--- config.mk ---
export PLATFORM = sky130hd
export DESIGN_NAME = riscv_mem_arbiter
export DESIGN_NICKNAME = d
export VERILOG_FILES = /design/src/rtl/riscv_constants_pkg.sv /design/src/rtl/riscv_starve_cnt.sv /design/src/rtl/riscv_mem_arbiter.sv
export SDC_FILE = /design/constraint.sdc
export NUM_CORES = 1
export LEC_CHECK = 0
export ABC_AREA = 1
export BUFFER_PORTS_ARGS = -buffer_cell sky130_fd_sc_hd__buf_2
export CELL_PAD_IN_SITES_DETAIL_PLACEMENT = 0
export CELL_PAD_IN_SITES_GLOBAL_PLACEMENT = 1
export CORE_UTILIZATION = 15
export DETAILED_ROUTE_END_ITERATION = 8
export PLACE_DENSITY = 0.93
export SETUP_SLACK_MARGIN = 0.02
export SLEW_MARGIN = 10
export SYNTH_ARGS = -nofsm -noshare
export SYNTH_HDL_FRONTEND = slang
export SYNTH_SLANG_ARGS = --single-unit
--- constraint.sdc ---
create_clock -name clk -period 1.6 [get_ports clk]
set_input_delay 0.32 -clock clk [delete_from_list [all_inputs] [get_ports clk]]
set_output_delay 0.32 -clock clk [all_outputs]
set_load 0.05 [all_outputs]
--- src/rtl/riscv_constants_pkg.sv ---
// rtl/riscv_constants_pkg.sv - shared constants for the riscv memory arbiter
package riscv_constants;

  // Which requester owns the memory response arriving next cycle
  typedef enum logic [1:0] {
    OWN_NONE = 2'd0,
    OWN_IF   = 2'd1,
    OWN_D    = 2'd2
  } mem_owner_t;

  // Instruction fetches always read a full word
  localparam logic [3:0] FETCH_BE = 4'hF;

endpackage

--- src/rtl/riscv_starve_cnt.sv ---
// rtl/riscv_starve_cnt.sv - saturating fetch starvation counter with promote flag
module riscv_starve_cnt #(
  parameter int STARVE_LIMIT = 3
) (
  input  logic clk,
  input  logic x_reset,
  input  logic if_req,
  input  logic if_gnt,
  output logic promote
);

  // A limit of zero still needs a one-bit register; it simply never leaves 0
  localparam int CW = (STARVE_LIMIT > 0) ? $clog2(STARVE_LIMIT + 1) : 1;
  localparam logic [CW-1:0] LIMIT = CW'(STARVE_LIMIT);

  logic [CW-1:0] cnt;

  // Count denied fetch cycles, saturate at the limit, clear on grant or idle
  always_ff @(posedge clk) begin
    if (x_reset) begin
      cnt <= '0;
    end else if (!if_req || if_gnt) begin
      cnt <= '0;
    end else if (cnt != LIMIT) begin
      cnt <= cnt + CW'(1);
    end
  end

  // Fetch is promoted once it has waited the full limit
  always_comb begin
    promote = if_req && (cnt == LIMIT);
  end

endmodule

--- src/rtl/riscv_mem_arbiter.sv ---
// rtl/riscv_mem_arbiter.sv - single-port memory arbiter between fetch and data
module riscv_mem_arbiter
  import riscv_constants::*;
#(
  parameter int STARVE_LIMIT = 3
) (
  input  logic        clk,
  input  logic        x_reset,
  input  logic        if_req,
  input  logic [31:0] if_addr,
  output logic        if_gnt,
  output logic        if_rvalid,
  output logic [31:0] if_rdata,
  input  logic        d_req,
  input  logic        d_we,
  input  logic [31:0] d_addr,
  input  logic [31:0] d_wdata,
  input  logic [3:0]  d_be,
  output logic        d_gnt,
  output logic        d_rvalid,
  output logic [31:0] d_rdata,
  output logic        mem_en,
  output logic        mem_we,
  output logic [31:0] mem_addr,
  output logic [31:0] mem_wdata,
  output logic [3:0]  mem_be,
  input  logic [31:0] mem_rdata,
  output logic        stall
);

  mem_owner_t owner;
  mem_owner_t owner_next;
  logic       store_q;
  logic       promote;

  riscv_starve_cnt #(
    .STARVE_LIMIT(STARVE_LIMIT)
  ) u_starve_cnt (
    .clk     (clk),
    .x_reset (x_reset),
    .if_req  (if_req),
    .if_gnt  (if_gnt),
    .promote (promote)
  );

  // Record who was granted so the response next cycle is routed to them
  always_ff @(posedge clk) begin
    if (x_reset) begin
      owner   <= OWN_NONE;
      store_q <= 1'b0;
    end else begin
      owner   <= owner_next;
      store_q <= d_gnt && d_we;
    end
  end

  // Combinational grant, memory drive and response routing
  always_comb begin
    if_gnt     = 1'b0;
    d_gnt      = 1'b0;
    owner_next = OWN_NONE;
    mem_en     = 1'b0;
    mem_we     = 1'b0;
    mem_addr   = '0;
    mem_wdata  = '0;
    mem_be     = '0;
    stall      = 1'b0;

    if (!x_reset) begin
      // Data wins by default; a starved fetch takes the port
      if_gnt = if_req && (!d_req || promote);
      d_gnt  = d_req && !if_gnt;
      stall  = (if_req && !if_gnt) || (d_req && !d_gnt);
    end

    if (if_gnt) begin
      owner_next = OWN_IF;
      mem_en     = 1'b1;
      mem_addr   = if_addr;
      mem_be     = FETCH_BE;
    end else if (d_gnt) begin
      owner_next = OWN_D;
      mem_en     = 1'b1;
      mem_we     = d_we;
      mem_addr   = d_addr;
      mem_wdata  = d_wdata;
      mem_be     = d_be;
    end

    // A reset arriving while a response is pending drops that response
    if_rvalid = !x_reset && (owner == OWN_IF);
    d_rvalid  = !x_reset && (owner == OWN_D);
    if_rdata  = if_rvalid ? mem_rdata : '0;
    d_rdata   = (d_rvalid && !store_q) ? mem_rdata : '0;
  end

endmodule

# Yosys cells after proc, flatten, opt, wreduce, memory -nomap -nowiden
# Index checks and enable logic that the tools add are counted.
[word_totals] ff_bits=5 in_bits=137 output_inout_bits=139
[op_classes] n_addsub=1 eq_ne=4 n_mux=17 n_reduce_logical=20
[op_table] operator="$mux 32" n=6
[op_table] operator="$logic_and 1x1->1" n=9
[op_table] operator="$mux 1" n=8
[op_table] operator="$mux 4" n=2
[op_table] operator="$logic_not 1->1" n=6
[op_table] operator="$eq 2x2->1 const B" n=2
[op_table] operator="$reduce_or 2->1" n=2
[op_table] operator="$logic_or 1x1->1" n=3
[op_table] operator="$add 2x1->2 const B" n=1
[op_table] operator="$eq 2x1->1 const B" n=1
[op_table] operator="$mux 2" n=1
[op_table] operator="$ne 2x2->1 const B" n=1

# Logic depth before layout (Yosys ltp)
[logic_depth] ltp_word=10 ltp_mapped=6 mapped_depth_nobuf=5

# By module
# From an unflattened synthesis, not the netlist that was laid out.
[unflattened] hier_cells=334 area_unflattened_um2=1550.2
[by_module_without_submodules] mod="riscv_mem_arbiter" instances=1 cells_per_inst=316 area_per_inst_um2=1437.6
[by_module_without_submodules] mod="riscv_starve_cnt" instances=1 cells_per_inst=18 area_per_inst_um2=112.6

# Least setup slack after synthesis
# Ideal clock, no wire load.
[synth_path] path_type="reg-to-output" start="register u_starve_cnt.cnt[0]" end="output mem_wdata[22]" t_arrival_ns=1.558 required_ns=1.280 path_slack_ns=-0.278 path_stages_with_launch=6 n_path_buf=1 path_cell_list="dfxtp_1 -> ha_1 -> nand2_4 -> nand3_4 -> buf_6 -> nor2_1"
[synth_between] elab_chain_cells=9 elab_cells_between_ends=10 cone_classes="eq/ne (1); mux (4); reduce/logical (5)"
[synth_rtl] item="from (decl)" line="riscv_starve_cnt.sv:16" rtl="logic [CW-1:0] cnt;"
[synth_rtl] item="from (signal assigned)" line="riscv_starve_cnt.sv:25" rtl="cnt <= cnt + CW'(1);"
[synth_rtl] item="$eq 2x2->1 (*)" line="riscv_starve_cnt.sv:31" rtl="promote = if_req && (cnt == LIMIT);"
[synth_rtl] item="$logic_and 1x1->1 (*)" line="riscv_starve_cnt.sv:31"
[synth_rtl] item="$logic_or 1x1->1 (*)" line="riscv_mem_arbiter.sv:71" rtl="if_gnt = if_req && (!d_req || promote);"
[synth_rtl] item="$logic_and 1x1->1 (*)" line="riscv_mem_arbiter.sv:71"
[synth_rtl] item="$logic_not 1->1" line="riscv_mem_arbiter.sv:72" rtl="d_gnt = d_req && !if_gnt;"
[synth_rtl] item="$logic_and 1x1->1" line="riscv_mem_arbiter.sv:72"
[synth_rtl] item="$mux 1" line="riscv_mem_arbiter.sv:69" rtl="if (!x_reset) begin"
[synth_rtl] item="$mux 32" line="riscv_mem_arbiter.sv:81" rtl="end else if (d_gnt) begin"
[synth_rtl] item="$mux 32 (*)" line="riscv_mem_arbiter.sv:76" rtl="if (if_gnt) begin"
[synth_rtl] item="to (decl)" line="riscv_mem_arbiter.sv:25" rtl="output logic [31:0] mem_wdata,"
# Every way passes the cells marked *; elsewhere a longest branch is shown, timed or not.

# Final worst setup path
[layout_path] start="register u_starve_cnt.cnt[0]" end="output mem_en"
[layout_between] elab_chain_cells=9 elab_cells_between_ends=10 cone_classes="eq/ne (1); mux (4); reduce/logical (5)"
[layout_rtl] item="$eq 2x2->1 (*)" line="riscv_starve_cnt.sv:31"
[layout_rtl] item="$logic_and 1x1->1 (*)" line="riscv_starve_cnt.sv:31"
[layout_rtl] item="$logic_or 1x1->1 (*)" line="riscv_mem_arbiter.sv:71"
[layout_rtl] item="$logic_and 1x1->1 (*)" line="riscv_mem_arbiter.sv:71"
[layout_rtl] item="$logic_not 1->1" line="riscv_mem_arbiter.sv:72"
[layout_rtl] item="$logic_and 1x1->1" line="riscv_mem_arbiter.sv:72"
[layout_rtl] item="$mux 1" line="riscv_mem_arbiter.sv:69"
[layout_rtl] item="$mux 1" line="riscv_mem_arbiter.sv:81"
[layout_rtl] item="$mux 1 (*)" line="riscv_mem_arbiter.sv:76"
[layout_rtl] item="to (decl)" line="riscv_mem_arbiter.sv:22" rtl="output logic mem_en,"
# Marked as above.

==> reports/results.tsv <==
metric	value	unit
Site Rows	38	
min cycle time layout	1.779	ns
synthesized area	1689	sq um
peak supply drop	0.1666	mV
top cell type's share of synthesized area	0.2370	
antenna viol nets, final	0	
setup slack after layout	-0.1793	ns
Clock Skew	0.003523	ns
Hold WS	0.4252	ns
first-pass GRT wire length	16230	microns
most frequent CP cell	buf_6	
die area	11690	sq um
synthesis warning total	0	
FF-to-FF path depth	8	
most frequent cell after synthesis	nor2_1	
Reg-to-Reg End	store_q	
slowest CP cell	dfxtp_2	
GPL Wtd Cong	0.7480	
commonest cells in the synthesized netlist	nor2_1 (76), inv_1 (73), nand4_1 (64)	
Slew HR	0.8284	
Worst setup SP type	flip-flop	
DR vias/cell	4.321	
syn_area_per_cell	5.150	sq um
Adder-Cell Fraction of Synth Area	0.007407	
simple-gate portion of the synthesized area	0.6400	
final hold vios	0	
dominant cells by area after synthesis	nand4_1 (24%), nor2_1 (17%), inv_1 (16%), nand2_1 (9.8%), nor2_2 (9.6%)	
largest net degree at the start of global routing	22	
Clk pin slew, worst setup/hold paths	0.04	ns
Synth Flop Type	dfxtp_1	
Final Max Tran Viols	0	
clock tree buffer depth	2	
Fmax achieved	562.0	MHz
DRC violation count after routing	0	
Slew @ Worst Pin	0.2592	ns
post-DP HPWL	6621	microns
status	complete, but fails checks	
die width	108.1	microns
RSZ-0062 raised after global routing	true	
Clock power frac	0.120	
Vias	3336	
H-tree levels	1	
final WL	11050	microns
drt first pass iters	4	
CTS sink cnt	5	
Tightest Hold Check Type	primary input to flip-flop	
Crit path max-delay family	buffers and inverters	
Hold Path End	store_q	
fin area	5613	sq um
CP Buf/Inv Count	4	
Initial Util	0.1551	
CTS Root Cell	clkbuf_8	
critical path required time	1.28	ns
hold buffers post-CTS	0	
WL per Instance	14.31	microns
Internal	0.9170	mW
hold path depth	3	
First DRT Iteration DRCs	120	
share of layout cells above drive strength 1	0.7152	
Skew-Pair Late Insertion Delay	0.22	ns
Area Growth Syn to Fin	232.3	%
Synth Area in XOR/XNOR	0	
Post-synth EDFFs	0	
vias in the first global route	3355	
crit-path max FO	7	
GR Overflow Total	0	
Synth Register Bits	5	
post-synth net total	466	
max-cap violations	0	
CP cell instances	ha_4 > buf_6 > inv_6 > nand2_8 > buf_6 > nand3_4 > nand2_2 > buf_8	
library cells used by synthesis	17	
final cell count without fillers	772	
post-synthesis mux area share	0	
worst path arrival time	1.46	ns
Synth Area in Compound Gates	0	
hold_sp	d_we	
port bufs	275	
combinational share of power	0.810	
worst reg2reg path startpoint	u_starve_cnt.cnt[0]	
WS Path Type	flip-flop to output pin	
placed cells	742	
Syn Inst Count	328	
chip height	108.1	microns
PwrDens	341.2	nW/um^2
initial antenna violation count	0	
sequential fraction of the synthesis area	0.05926	
ys async rst share	0	
CP peak stage delay	0.34	ns
largest family of logic cells by synthesized area	simple AND/OR/NAND/NOR gates	
sw frac	0.5211	
nets	771	
final setup fails	107	
ANT cells	0	
failing checks	setup timing	
Synth area leader	nand4_1	
core area	10890	sq um
TritonCTS buffer count	3	
Period Utilization, post-route	1.112	
register-to-register setup slack	0.19	ns
Crit. End Element	output pin	
Pleak	2.883	nW
GRT Util Overall	0.1755	
CTS tree	built	
Seq pwr share	0.070	
I/O pins	276	
switching power	0.9979	mW
Placed Area	3657	sq um
-- worst max-delay path by stage --
stage | startpoint | to | cells past startpoint
after detailed placement | x_reset | mem_be[0] | 6
final | u_starve_cnt.cnt[0] | mem_en | 8
after global placement | u_starve_cnt.cnt[0] | mem_addr[7] | 7
after floorplan | u_starve_cnt.cnt[0] | mem_wdata[25] | 4
after CTS | u_starve_cnt.cnt[0] | mem_wdata[12] | 7
after global routing | u_starve_cnt.cnt[0] | mem_en | 8
-- cell type report --
class	count	area, sq um
multi-input combinational	218	1828
tap	140	175.2
clock buffer	4	45.04
timing repair buffer	330	3164
fill	959	5275
inverter	75	296.5
sequential	5	103.9
-- layer usage --
metal,track usage,share of wire,up-vias,wire length (microns)
met5,0,0,-,0
li1,-,-,1642,-
met2,0.3544,0.56,158,6188
met3,0.02471,0.059,6,657
met4,0.03816,0.0065,0,72
met1,0.1887,0.37,1530,4128
-- logic make-up (layout without fill, tap and decap cells) --
kind of cell  count (synthesis)  count (layout)
buf+inv                     105             409
flops                         5               5
fa+ha+maj                     1               1
simple gates                217             217
-- power by group through the flow --
stage               clock network [mW]  registers, mW  logic, mW
CTS                              0.238          0.134       1.54
global placement                     0          0.135       1.14
global route                     0.246          0.134       1.63
detailed placement                   0          0.135       1.14
floorplan                            0          0.134      0.774
finish                           0.229          0.134       1.55
-- repair_timing --
action / in CTS / in global routing
resized for setup: 400 / 53
cloned: 12 / 1
setup buffers: 18 / 3
endpoints found under the setup margin: 136 / 137
pin swaps: 5 / 13
-- per-stage QoR --
step           TNS (ns)  total power, mW  utilization  setup WS [ns]
2_1_floorplan   -0.8801           0.9080            -        -0.1351
3_3_place_gp     -1.585            1.272       0.3359       -0.06914
3_5_place_dp     -2.353            1.275       0.3359       -0.08963
4_1_cts          -14.18            1.911       0.5105        -0.1716
5_1_grt          -18.62            2.006       0.5155        -0.2449
6_report         -11.14            1.915       0.5155        -0.1793
-- cell usage in the layout (no fill, tap or decap) --
master / instances
buf_12: 18
buf_16: 5
buf_2: 137
buf_4: 20
buf_6: 115
buf_8: 34
clkbuf_1: 1
clkbuf_16: 1
clkbuf_8: 3
clkinv_4: 2
dfxtp_1: 2
dfxtp_2: 3
ha_4: 1
inv_1: 69
inv_2: 3
inv_6: 1
nand2_1: 39
nand2_2: 3
nand2_4: 3
nand2_8: 1
nand3_4: 3
nand3b_1: 1
nand4_1: 64
nor2_1: 4
nor2_2: 1
nor2_4: 97
nor3_2: 1
-- worst reg2reg max path: stages (launching register included) --
cell     delay [ns]
dfxtp_2        0.32
ha_4           0.17
nand2_4        0.08
nand3_4        0.11
buf_12         0.17
buf_16         0.13
buf_4          0.12
buf_4          0.13
nor2_1         0.11
-- sequential cells by signal (all words and copies together) (netlist names) --
signal            flops
owner                 2
store_q               1
u_starve_cnt.cnt      2
No activity file was read; power rests on OpenSTA's default activity.
